**src/rtl/button_press_detector.sv**
```systemverilog
// Multi-channel pushbutton conditioner: 2-FF synchroniser, debouncer, press/release/long-press
// pulses and a clearable sticky "pressed" flag per channel, plus a registered any_pressed summary.
module button_press_detector #(
    parameter int N_BUTTONS       = 5,
    parameter int DEBOUNCE_CYCLES = 1000000,
    parameter int LONG_CYCLES     = 100000000
) (
    input  logic                 clk,
    input  logic                 rst_n,
    input  logic [N_BUTTONS-1:0] btn_in,
    input  logic [N_BUTTONS-1:0] clear,
    output logic [N_BUTTONS-1:0] level,
    output logic [N_BUTTONS-1:0] press_pulse,
    output logic [N_BUTTONS-1:0] release_pulse,
    output logic [N_BUTTONS-1:0] long_pulse,
    output logic [N_BUTTONS-1:0] pressed,
    output logic                 any_pressed
);

    localparam int DEB_W  = $clog2(DEBOUNCE_CYCLES + 1);
    localparam int HOLD_W = $clog2(LONG_CYCLES + 1);

    localparam logic [DEB_W-1:0]  DEB_LAST  = DEB_W'(DEBOUNCE_CYCLES - 1);
    localparam logic [HOLD_W-1:0] HOLD_LAST = HOLD_W'(LONG_CYCLES - 1);
    localparam logic [HOLD_W-1:0] HOLD_MAX  = HOLD_W'(LONG_CYCLES);

    for (genvar i = 0; i < N_BUTTONS; i++) begin : g_chan
        logic              sync1;
        logic              sync2;
        logic [DEB_W-1:0]  deb_cnt;
        logic [DEB_W-1:0]  deb_cnt_nxt;
        logic [HOLD_W-1:0] hold_cnt;
        logic [HOLD_W-1:0] hold_cnt_nxt;
        logic              flip;
        logic              level_q;
        logic              press_q;
        logic              release_q;
        logic              long_q;
        logic              pressed_q;

        // NOTE: every always_comb output gets a default first so no path can infer a latch.
        always_comb begin
            flip        = 1'b0;
            deb_cnt_nxt = '0;
            if (sync2 != level_q) begin
                if (deb_cnt == DEB_LAST) begin
                    flip = 1'b1;
                end else begin
                    deb_cnt_nxt = deb_cnt + DEB_W'(1);
                end
            end
        end

        // Hold time saturates at the threshold so long_pulse fires once per press.
        always_comb begin
            hold_cnt_nxt = hold_cnt;
            if (!level_q) begin
                hold_cnt_nxt = '0;
            end else if (hold_cnt != HOLD_MAX) begin
                hold_cnt_nxt = hold_cnt + HOLD_W'(1);
            end
        end

        // NOTE: sequential state uses non-blocking assignments so every flop samples
        // pre-edge values regardless of statement order.
        always_ff @(posedge clk or negedge rst_n) begin
            if (!rst_n) begin
                sync1     <= 1'b0;
                sync2     <= 1'b0;
                deb_cnt   <= '0;
                level_q   <= 1'b0;
                press_q   <= 1'b0;
                release_q <= 1'b0;
                hold_cnt  <= '0;
                long_q    <= 1'b0;
                pressed_q <= 1'b0;
            end else begin
                sync1     <= btn_in[i];
                sync2     <= sync1;
                deb_cnt   <= deb_cnt_nxt;
                level_q   <= level_q ^ flip;
                press_q   <= flip & ~level_q;
                release_q <= flip & level_q;
                hold_cnt  <= hold_cnt_nxt;
                long_q    <= level_q & (hold_cnt == HOLD_LAST);
                // A press in the same cycle as a clear keeps the flag set.
                pressed_q <= press_q | (pressed_q & ~clear[i]);
            end
        end

        assign level[i]         = level_q;
        assign press_pulse[i]   = press_q;
        assign release_pulse[i] = release_q;
        assign long_pulse[i]    = long_q;
        assign pressed[i]       = pressed_q;
    end

    always_ff @(posedge clk or negedge rst_n) begin
        if (!rst_n) begin
            any_pressed <= 1'b0;
        end else begin
            any_pressed <= |pressed;
        end
    end

endmodule
```
**config.mk**
```make
export PLATFORM = sky130hd
export DESIGN_NAME = button_press_detector
export DESIGN_NICKNAME = d
export VERILOG_FILES = /design/src/rtl/button_press_detector.sv
export SDC_FILE = /design/constraint.sdc
export NUM_CORES = 1
export LEC_CHECK = 0
export CAP_MARGIN = 20
export CORE_MARGIN = 3
export CORE_UTILIZATION = 45
export CTS_CLUSTER_SIZE = 24
export DETAILED_ROUTE_END_ITERATION = 16
export HOLD_SLACK_MARGIN = 0.03
export MAX_ROUTING_LAYER = met4
export PLACE_DENSITY = 0.71
export SYNTH_ARGS = -nofsm -noshare
export SYNTH_HDL_FRONTEND = slang
export SYNTH_SLANG_ARGS = --single-unit
```
**constraint.sdc**
```tcl
create_clock -name clk -period 2 [get_ports clk]
set_input_delay 0.4 -clock clk [delete_from_list [all_inputs] [get_ports clk]]
set_output_delay 0.4 -clock clk [all_outputs]
set_load 0.01 [all_outputs]
```
Word-level counts from Yosys, hierarchy flattened
Index checks and enable logic that the tools add are counted.

Register bits: 271. Bits in latches: 0. Bits in writable memories: 0. Bits in read-only memories: 0. Input port bits: 12. Output and inout bits: 26. Word-level logic and storage cells: 152. Memories: 0.

$add $sub $neg: 10. Multipliers: 0. Div/mod/pow operators: 0. Magnitude comparators: 0. Equal/unequal tests: 25. Shift-type cells: 0. Multiplexer cells: 30. Bitwise gates (word level): 40. Reductions and logical operators: 1.

Operator list (count): $mux 27 (10); $mux 20 (10); $add 27x1->27 const B (5); $eq 27x27->1 const B (5); $ne 27x27->1 const B (5); $add 20x1->20 const B (5); $eq 20x20->1 const B (5); $and 1x1->1 (20); $mux 1 (10); $ne 2x1->1 const B (5); $not 1->1 (10); $ne 1x1->1 (5); $or 1x1->1 (5); $reduce_or 5->1 (1); $xor 1x1->1 (5).

Longest topological paths before layout
Gate-level depths: netlist (run 1).

Depth after elaboration: 4. Mapped depth: 8. Depth with buffers taken out: 7.

Worst setup path after synthesis (run 1)
OpenSTA, ideal clock, no wires.

Path type: flip-flop to flip-flop. Start: reg g_chan[0].hold_cnt[19]. End: reg g_chan[0].hold_cnt[2]. Setup time: 0.119 ns. Data arrival time: 1.790 ns. Data required time: 1.881 ns. Setup slack: 0.092 ns. Cell stages (with the launch flop): 7. Path buffers: 1. Clock period less this slack: 1.908 ns. Path through: dfrtp_1 -> nand2b_1 -> or4_4 -> nor4_4 -> buf_6 -> nor3b_1 -> o21a_1.

Longest elaborated chain between the ends: 2.

RTL lines: start: declaration (RTL line 32) `logic [HOLD_W-1:0] hold_cnt;`; start signal: assignment (RTL line 84) `hold_cnt <= hold_cnt_nxt;`; $ne 27x27->1 (RTL line 59) `end else if (hold_cnt != HOLD_MAX) begin`; $ne 2x1->1 (no source line).

Every way passes these cells. A chain may end at the register's enable or synchronous reset.

Final worst setup path (run 1)
Start: reg g_chan[0].deb_cnt[15]. End: reg g_chan[0].release_q.

Longest elaborated chain between the ends: 4.

RTL lines: start: declaration (RTL line 30) `logic [DEB_W-1:0] deb_cnt;`; start signal: assignment (RTL line 80) `deb_cnt <= deb_cnt_nxt;`; $eq 20x20->1 (RTL line 46) `if (deb_cnt == DEB_LAST) begin`; $mux 1 (RTL line 46); $mux 1 (RTL line 45) `if (sync2 != level_q) begin`; $and 1x1->1 (RTL line 83) `release_q <= flip & level_q;`; end signal: assignment (RTL line 83); end: declaration (RTL line 37) `logic release_q;`.

Every way passes these cells.

==> results of run 1 <==
how the worst min path moves through the flow:
stage | startpoint | endpoint | slack [ps] | depth (start not counted)
2_1_floorplan | rst_n | asynchronous set/reset pin | 100 | 0
3_3_place_gp | g_chan[2].sync1 | g_chan[2].sync2 | 330 | 0
3_5_place_dp | g_chan[0].sync1 | g_chan[0].sync2 | 340 | 0
4_1_cts | btn_in[2] | g_chan[2].sync1 | 270 | 1
5_1_grt | btn_in[3] | g_chan[3].sync1 | 280 | 1
6_report | btn_in[2] | g_chan[2].sync1 | 300 | 1
kinds of logic after synthesis:
group                    after synthesis  share of synthesized area (%)
AND/OR/NAND/NOR                      686                           28.3
flip-flops                           271                           50.8
XOR/XNOR                             194                           12.7
buffers and inverters                 82                           3.16
AO/OA/AOI/OAI                         49                           2.48
multiplexers                          15                           1.17
adder cells (fa/ha/maj)               15                           1.40
cell usage in the layout (no fill, tap or decap), types with 27 or more instances in the layout:
master           Yosys  final
dfrtp_1            271    268
nor2_1             118    118
xnor2_1            102    102
and2_1             101    101
nand2_1             95     95
nand3_1             97     94
xor2_1              92     92
buf_4               26     55
nand4_1             47     47
and3_1              45     45
clkdlybuf4s50_1      0     35
clkbuf_16            0     31
nor3_1              30     30
inv_1               27     27
nor4_1              31     27
cell type report:
cell class	count	area, sq um	area share, %
clock buffers	44	935	5.96
clock inverters	12	188	1.20
inverters	27	101	0.646
multi-input cells	959	6210	39.6
flip-flops and latches	271	6790	43.3
well taps	384	480	3.06
repair buffers	102	981	6.26
cells in the mapped netlist (2+ instances only):
library cell | number | area [sq um]
dfrtp_1 | 271 | 6780
nor2_1 | 118 | 443
xnor2_1 | 102 | 893
and2_1 | 101 | 632
nand3_1 | 97 | 485
nand2_1 | 95 | 357
xor2_1 | 92 | 806
nand4_1 | 47 | 294
and3_1 | 45 | 282
nor4_1 | 31 | 194
nor3_1 | 30 | 150
inv_1 | 27 | 101
buf_4 | 26 | 195
clkbuf_1 | 21 | 78.8
or3_1 | 18 | 113
nor3b_1 | 16 | 120
ha_1 | 15 | 188
o21ai_0 | 15 | 75.1
a21boi_0 | 13 | 97.6
and4_1 | 13 | 114
nand2b_1 | 13 | 81.3
nor4b_1 | 12 | 105
nor2b_1 | 11 | 68.8
mux2i_1 | 10 | 100
nand3b_1 | 8 | 60.1
buf_2 | 7 | 35.0
or4_1 | 7 | 52.6
a21o_1 | 5 | 37.5
mux2_2 | 5 | 56.3
o21a_1 | 5 | 37.5
or4b_1 | 5 | 50.1
a21boi_1 | 4 | 30.0
nand2_2 | 4 | 25.0
nor4bb_1 | 3 | 30.0
o31ai_1 | 3 | 22.5
or2_2 | 3 | 18.8
nand4b_1 | 2 | 17.5
routing by layer:
layer	global-route usage (%)	vias to the layer above	part of all wire, %
li1	-	4643	-
met1	22.9	4577	47
met2	27.1	100	48
met3	2.30	30	3.5
met4	3.96	0	1.6
met5	-	-	0
power by group through the flow:
stage | Clock, W | Combinational [W] | Sequential (W)
finish | 0.00603 | 0.000248 | 0.00556
global route | 0.00645 | 0.000288 | 0.00556
CTS | 0.00620 | 0.000259 | 0.00556
detailed placement | 0 | 0.000256 | 0.00565
global placement | 0 | 0.000253 | 0.00565
floorplan | 0 | 0.0000674 | 0.00565
worst max-delay path, delay by kind of cell, from the launching register on:
| family | cells | cell delay, ps |
|---|---|---|
| flip-flops | 1 | 400 |
| AND/OR/NAND/NOR | 4 | 1250 |
| buffers and inverters | 1 | 190 |
timing repair:
action / in CTS / in global routing
gates cloned: 1 / 0
endpoints found under the setup margin: 3 / 90
pin swaps: 0 / 5
hold endpoints to repair: 50 / 0
setup buffers: 1 / 2
hold buffers: 1 / 0
resized for setup: 6 / 11
state kept, by name (all words and copies together) (netlist names), named ones only:
register and flops:
g_chan.press_q 5, g_chan.release_q 5, any_pressed 1, g_chan.deb_cnt 100
g_chan.hold_cnt 135, g_chan.sync2 5, g_chan.pressed_q 5, g_chan.sync1 5
g_chan.long_q 5
per-stage QoR:
step           hold slack [ps]  cell area [sq um]
2_1_floorplan              104              13400
3_3_place_gp               331              14400
3_5_place_dp               336              14400
4_1_cts                    268              15600
5_1_grt                    279              15700
6_report                   298              15700
==> impl_metrics.yaml, run 1 <==
place:
  post-place-ws_ps: 32.2
  dp_cells: 1738
  gp_routability_congestion: 0.838
  port_buffers: 37
  hpwlAfterDp_um: 16800
setup_path:
  path_max_fanout: 3
  cp_cell_sequence: "or4b_1 -> nor4_2 -> nand3_2 -> buf_4 -> nor3b_1"
  cp-startpoint: "g_chan[0].deb_cnt[15]"
  timing.rr.end: "g_chan[0].release_q"
  path_class: "reg2reg"
  crit_path_end_kind: "register"
  cp.arrival_ps: 2370
  critical_path.max_stage_delay_ps: 550
  worstPathRequired_ps: 2440
  reg2reg_from: "g_chan[0].deb_cnt[15]"
  crit_path_end: "g_chan[0].release_q"
  critPathLaunchType: "register"
  slowest_stage: "or4b_1"
  r2r_setup_slack_ps: 70
  r2r_cells: 5
sta:
  fin_crit_ps: 1930
  fin_crit_sh_pct: 96.6
  setup_slack_ps: 67.6
  fin_worst_skew_ps: 14.1
  setup_violations: 0
  finalSetupTns_ps: 0
  worst_pin_slew_ps: 490
  final-hold-violation-count: 0
  relSlewSlack_pct: 67.1
  max_freq_ghz: 0.517
  rsz0062_at_grt: "true"
  drv_slew: 0
logic_synthesis:
  ys_warn_count: 0
  ys_types: 49
  ys_ff_latch: 271
  synth_area_sq_um: 13400
  synth-edff-count: 0
  synthArstFlopShare_pct: 100
  synth.net_count: 1339
  synth_area_per_cell_sq_um: 10.2
  syn_inst: 1312
  ys_seq_area_share_pct: 50.8
  synth_top_flop_cell: "dfrtp_1"
drt:
  routed_via_density: 5.20
  drt_wl_total_um: 25400
  drc: 0
  dr.pass1.iters: 4
  postRouteAntennaNets: 0
  wl_per_cell_um: 14.1
  vias: 9350
  drtIter0Drc: 551
clock_tree:
  clock_latency_ps: 540
  path_clk_slew_ps: 60
  numClockSinks: 271
  cts_buffers: 30
  clk_path_buf_depth: 3
  clock-root-buffer: "clkbuf_16"
  tritoncts: "yes"
  htreeDepth: 1
global_routing:
  antenna_found_initial: 0
  overflow: 0
  track_usage_pct: 16.8
  grt_max_degree: 63
  grt_pass1_vias: 9547
  grt_pass1_wl_um: 44500
min_path:
  hold_path_class: "in2reg"
floorplan:
  num_rows: 62
  start_util_pct: 46.0
  dieHeight_um: 178
  io_pins: 38
  dieArea_sq_um: 31800
  coreArea_sq_um: 29000
  die_x_um: 178
power_and_ir_drop:
  pwr_density_cell_nw_per_um2: 755
  power.internal_w: 0.00946
  clockPowerShare_pct: 51.0
  combPwrFrac_pct: 2.1
  p_seq_share_pct: 46.9
  vdd_drop_max_mv: 0.628
  cellLeakagePower_nw: 6.91
  power_w: 0.0118
  switching_share_pct: 20.1
  switching_power_w: 0.00238
cells_and_area:
  num_antenna_cells: 0
  utilization_pct: 54.0
  layout-area-overhead-vs-synth_pct: 17.4
  nets: 1418
  drive_gt1_share_pct: 10.4
  final_cells: 1799
  fillers: 2571
flow_run:
  maxCapViolations: 0
outcome:
  status: "finished clean"
Power figures use the tool's default switching activity.
==> inputs of run 2 (changes only) <==
--- a/config.mk
+++ b/config.mk
@@ -6,6 +6,7 @@
 export NUM_CORES = 1
 export LEC_CHECK = 0
 export CAP_MARGIN = 20
+export CORE_ASPECT_RATIO = 0.7
 export CORE_MARGIN = 3
 export CORE_UTILIZATION = 45
 export CTS_CLUSTER_SIZE = 24
==> run 2 against run 1 <==
Against the previous run:
- combinational power about the same
- first-iteration DRC count up 0.54%
- non-clock buffer count up 5
- clock skew down 1.7 ps
- the flow now finishes with violations (setup timing)
- clock power down 8.1%
- hold slack worse by 4.0 ps
- core utilization down 0.49 points
==> impl_metrics.yaml, run 2 (synthesized netlist as in run 1, its figures left out) <==
sta:
  final-hold-violation-count: 0
  fin_crit_sh_pct: 100
  worst_pin_slew_ps: 478
  hold_ws_ps: 294
  relSlewSlack_pct: 67.9
  max_freq_ghz: 0.499
  fin_crit_ps: 2000
  setup_violations: 2
  drv_slew: 0
  fin_worst_skew_ps: 12.4
  rsz0062_at_grt: "true"
  finalSetupTns_ps: -5.04
  setup_slack_ps: -2.63
cells_and_area:
  seq_area_sq_um: 6790
  fillers: 2559
  nets: 1420
  regMostFlops: "g_chan.hold_cnt"
  final_common_cell: "dfrtp_1"
  final_cells: 1790
  multi_input_area_sq_um: 6220
  largest_reg_flops: 135
  final_cell_mix: "dfrtp_1 (264), nor2_1 (118), xnor2_1 (102)"
  layout-area-overhead-vs-synth_pct: 16.6
  drive_gt1_share_pct: 10.8
  num_antenna_cells: 0
  top_regs: "g_chan.hold_cnt: 135 flops, g_chan.deb_cnt: 100 flops"
power_and_ir_drop:
  cellLeakagePower_nw: 6.84
  vdd_drop_max_mv: 0.695
  pwr_density_cell_nw_per_um2: 728
clock_tree:
  cts_buffers: 27
  clock_latency_ps: 540
  htreeDepth: 1
  clk_path_buf_depth: 3
  path_clk_slew_ps: 70
  numClockSinks: 271
  clock-root-buffer: "clkbuf_16"
  tritoncts: "yes"
outcome:
  violations: "setup timing"
  status: "finished, violations left"
floorplan:
  dieHeight_um: 150
  dieArea_sq_um: 31800
  start_util_pct: 45.9
  io_pins: 38
  die_x_um: 212
  num_rows: 52
  coreArea_sq_um: 29100
min_path:
  hold_path_class: "in2reg"
drt:
  routed_via_density: 5.20
  drt_wl_total_um: 25700
  drtIter0Drc: 554
  vias: 9306
  dr.pass1.iters: 5
  drc: 0
  postRouteAntennaNets: 0
  wl_per_cell_um: 14.4
global_routing:
  grt_max_degree: 63
  track_usage_pct: 17.1
  grt_pass1_wl_um: 44000
  overflow: 0
  grt_pass1_vias: 8997
  antenna_found_initial: 0
setup_path:
  critical_path.max_stage_delay_ps: 560
  crit_path_end: "g_chan[3].hold_cnt[1]"
  reg2reg_from: "g_chan[3].hold_cnt[10]"
  cp-startpoint: "g_chan[3].hold_cnt[10]"
  r2r_setup_slack_ps: -3
  crit_path_end_kind: "register"
  path_max_fanout: 4
  path_class: "reg2reg"
  r2r_cells: 6
  timing.rr.end: "g_chan[3].hold_cnt[1]"
  critPathLaunchType: "register"
  cp.arrival_ps: 2430
  slowest_stage: "or4b_4"
  worstPathRequired_ps: 2430
  cp_cell_sequence: "or4b_4 -> nor4_4 -> nand4_1 -> buf_4 -> mux2i_2 -> nor2b_1"
place:
  gp_routability_congestion: 0.845
  hpwlAfterDp_um: 17300
  post-place-ws_ps: 19.5
  dp_cells: 1735
  port_buffers: 37
flow_run:
  maxCapViolations: 0
[run 2: worst max-delay path: cells and delay by family, from the launching register on]
| family | cells | cell delay (ps) |
|---|---|---|
| AND/OR/NAND/NOR | 4 | 1100 |
| flip-flops | 1 | 370 |
| buffers and inverters | 1 | 230 |
| multiplexers | 1 | 190 |
[run 2: worst min path at each step]
stage,from,end,cells past startpoint
finish,btn_in[0],g_chan[0].sync1,1
floorplan,rst_n,asynchronous set/reset pin,0
global placement,g_chan[0].sync1,g_chan[0].sync2,0
CTS,btn_in[1],g_chan[1].sync1,1
detailed placement,g_chan[0].sync1,g_chan[0].sync2,0
global route,btn_in[1],g_chan[1].sync1,1
[run 2: per-layer routing]
layer,part of all wire (%),up-vias,GRT usage (%)
li1,-,4627,-
met1,51,4516,24.8
met2,43,119,24.6
met3,3.6,44,3.10
met4,2.9,0,4.82
met5,0,-,-
[run 2: per-stage QoR]
stage / utilization [%] / instance area, sq um / total power, W
floorplan: - / 13400 / 0.00571
global placement: 49.6 / 14400 / 0.00591
detailed placement: 49.6 / 14400 / 0.00591
CTS: 53.2 / 15500 / 0.0115
global route: 53.5 / 15600 / 0.0118
finish: 53.5 / 15600 / 0.0113
[run 2: what timing repair did]
action	CTS	global route
resized for setup	10	15
setup buffers	1	4
gates cloned	1	0
setup endpoints to repair	7	73
pin swaps	0	8
hold endpoints to repair	44	0
hold buffers	1	0
[run 2: cell type report]
class	count	area share (%)
inverter	27	0.651
tap	378	3.04
clock inverter	18	1.63
multi-input combinational	959	40.0
sequential	271	43.6
clock buffer	30	4.60
timing repair buffer	107	6.51
[run 2: where the power goes]
group | leakage (nW) | internal [W] | switching, W
clock | 0.471 | 0.00335 | 0.00219
sequential | 3.74 | 0.00552 | 0.0000364
combinational | 2.63 | 0.0000845 | 0.000165
==> inputs of run 3 (changes only) <==
--- a/config.mk
+++ b/config.mk
@@ -11,7 +11,8 @@
 export CORE_UTILIZATION = 45
 export CTS_CLUSTER_SIZE = 24
 export DETAILED_ROUTE_END_ITERATION = 16
-export HOLD_SLACK_MARGIN = 0.03
+export GPL_ROUTABILITY_DRIVEN = 0
+export HOLD_SLACK_MARGIN = 0.06
 export MAX_ROUTING_LAYER = met4
 export PLACE_DENSITY = 0.71
 export SYNTH_ARGS = -nofsm -noshare
==> results of run 3 <==
No change in the layout: final DEF, timing and power equal those of run 2.
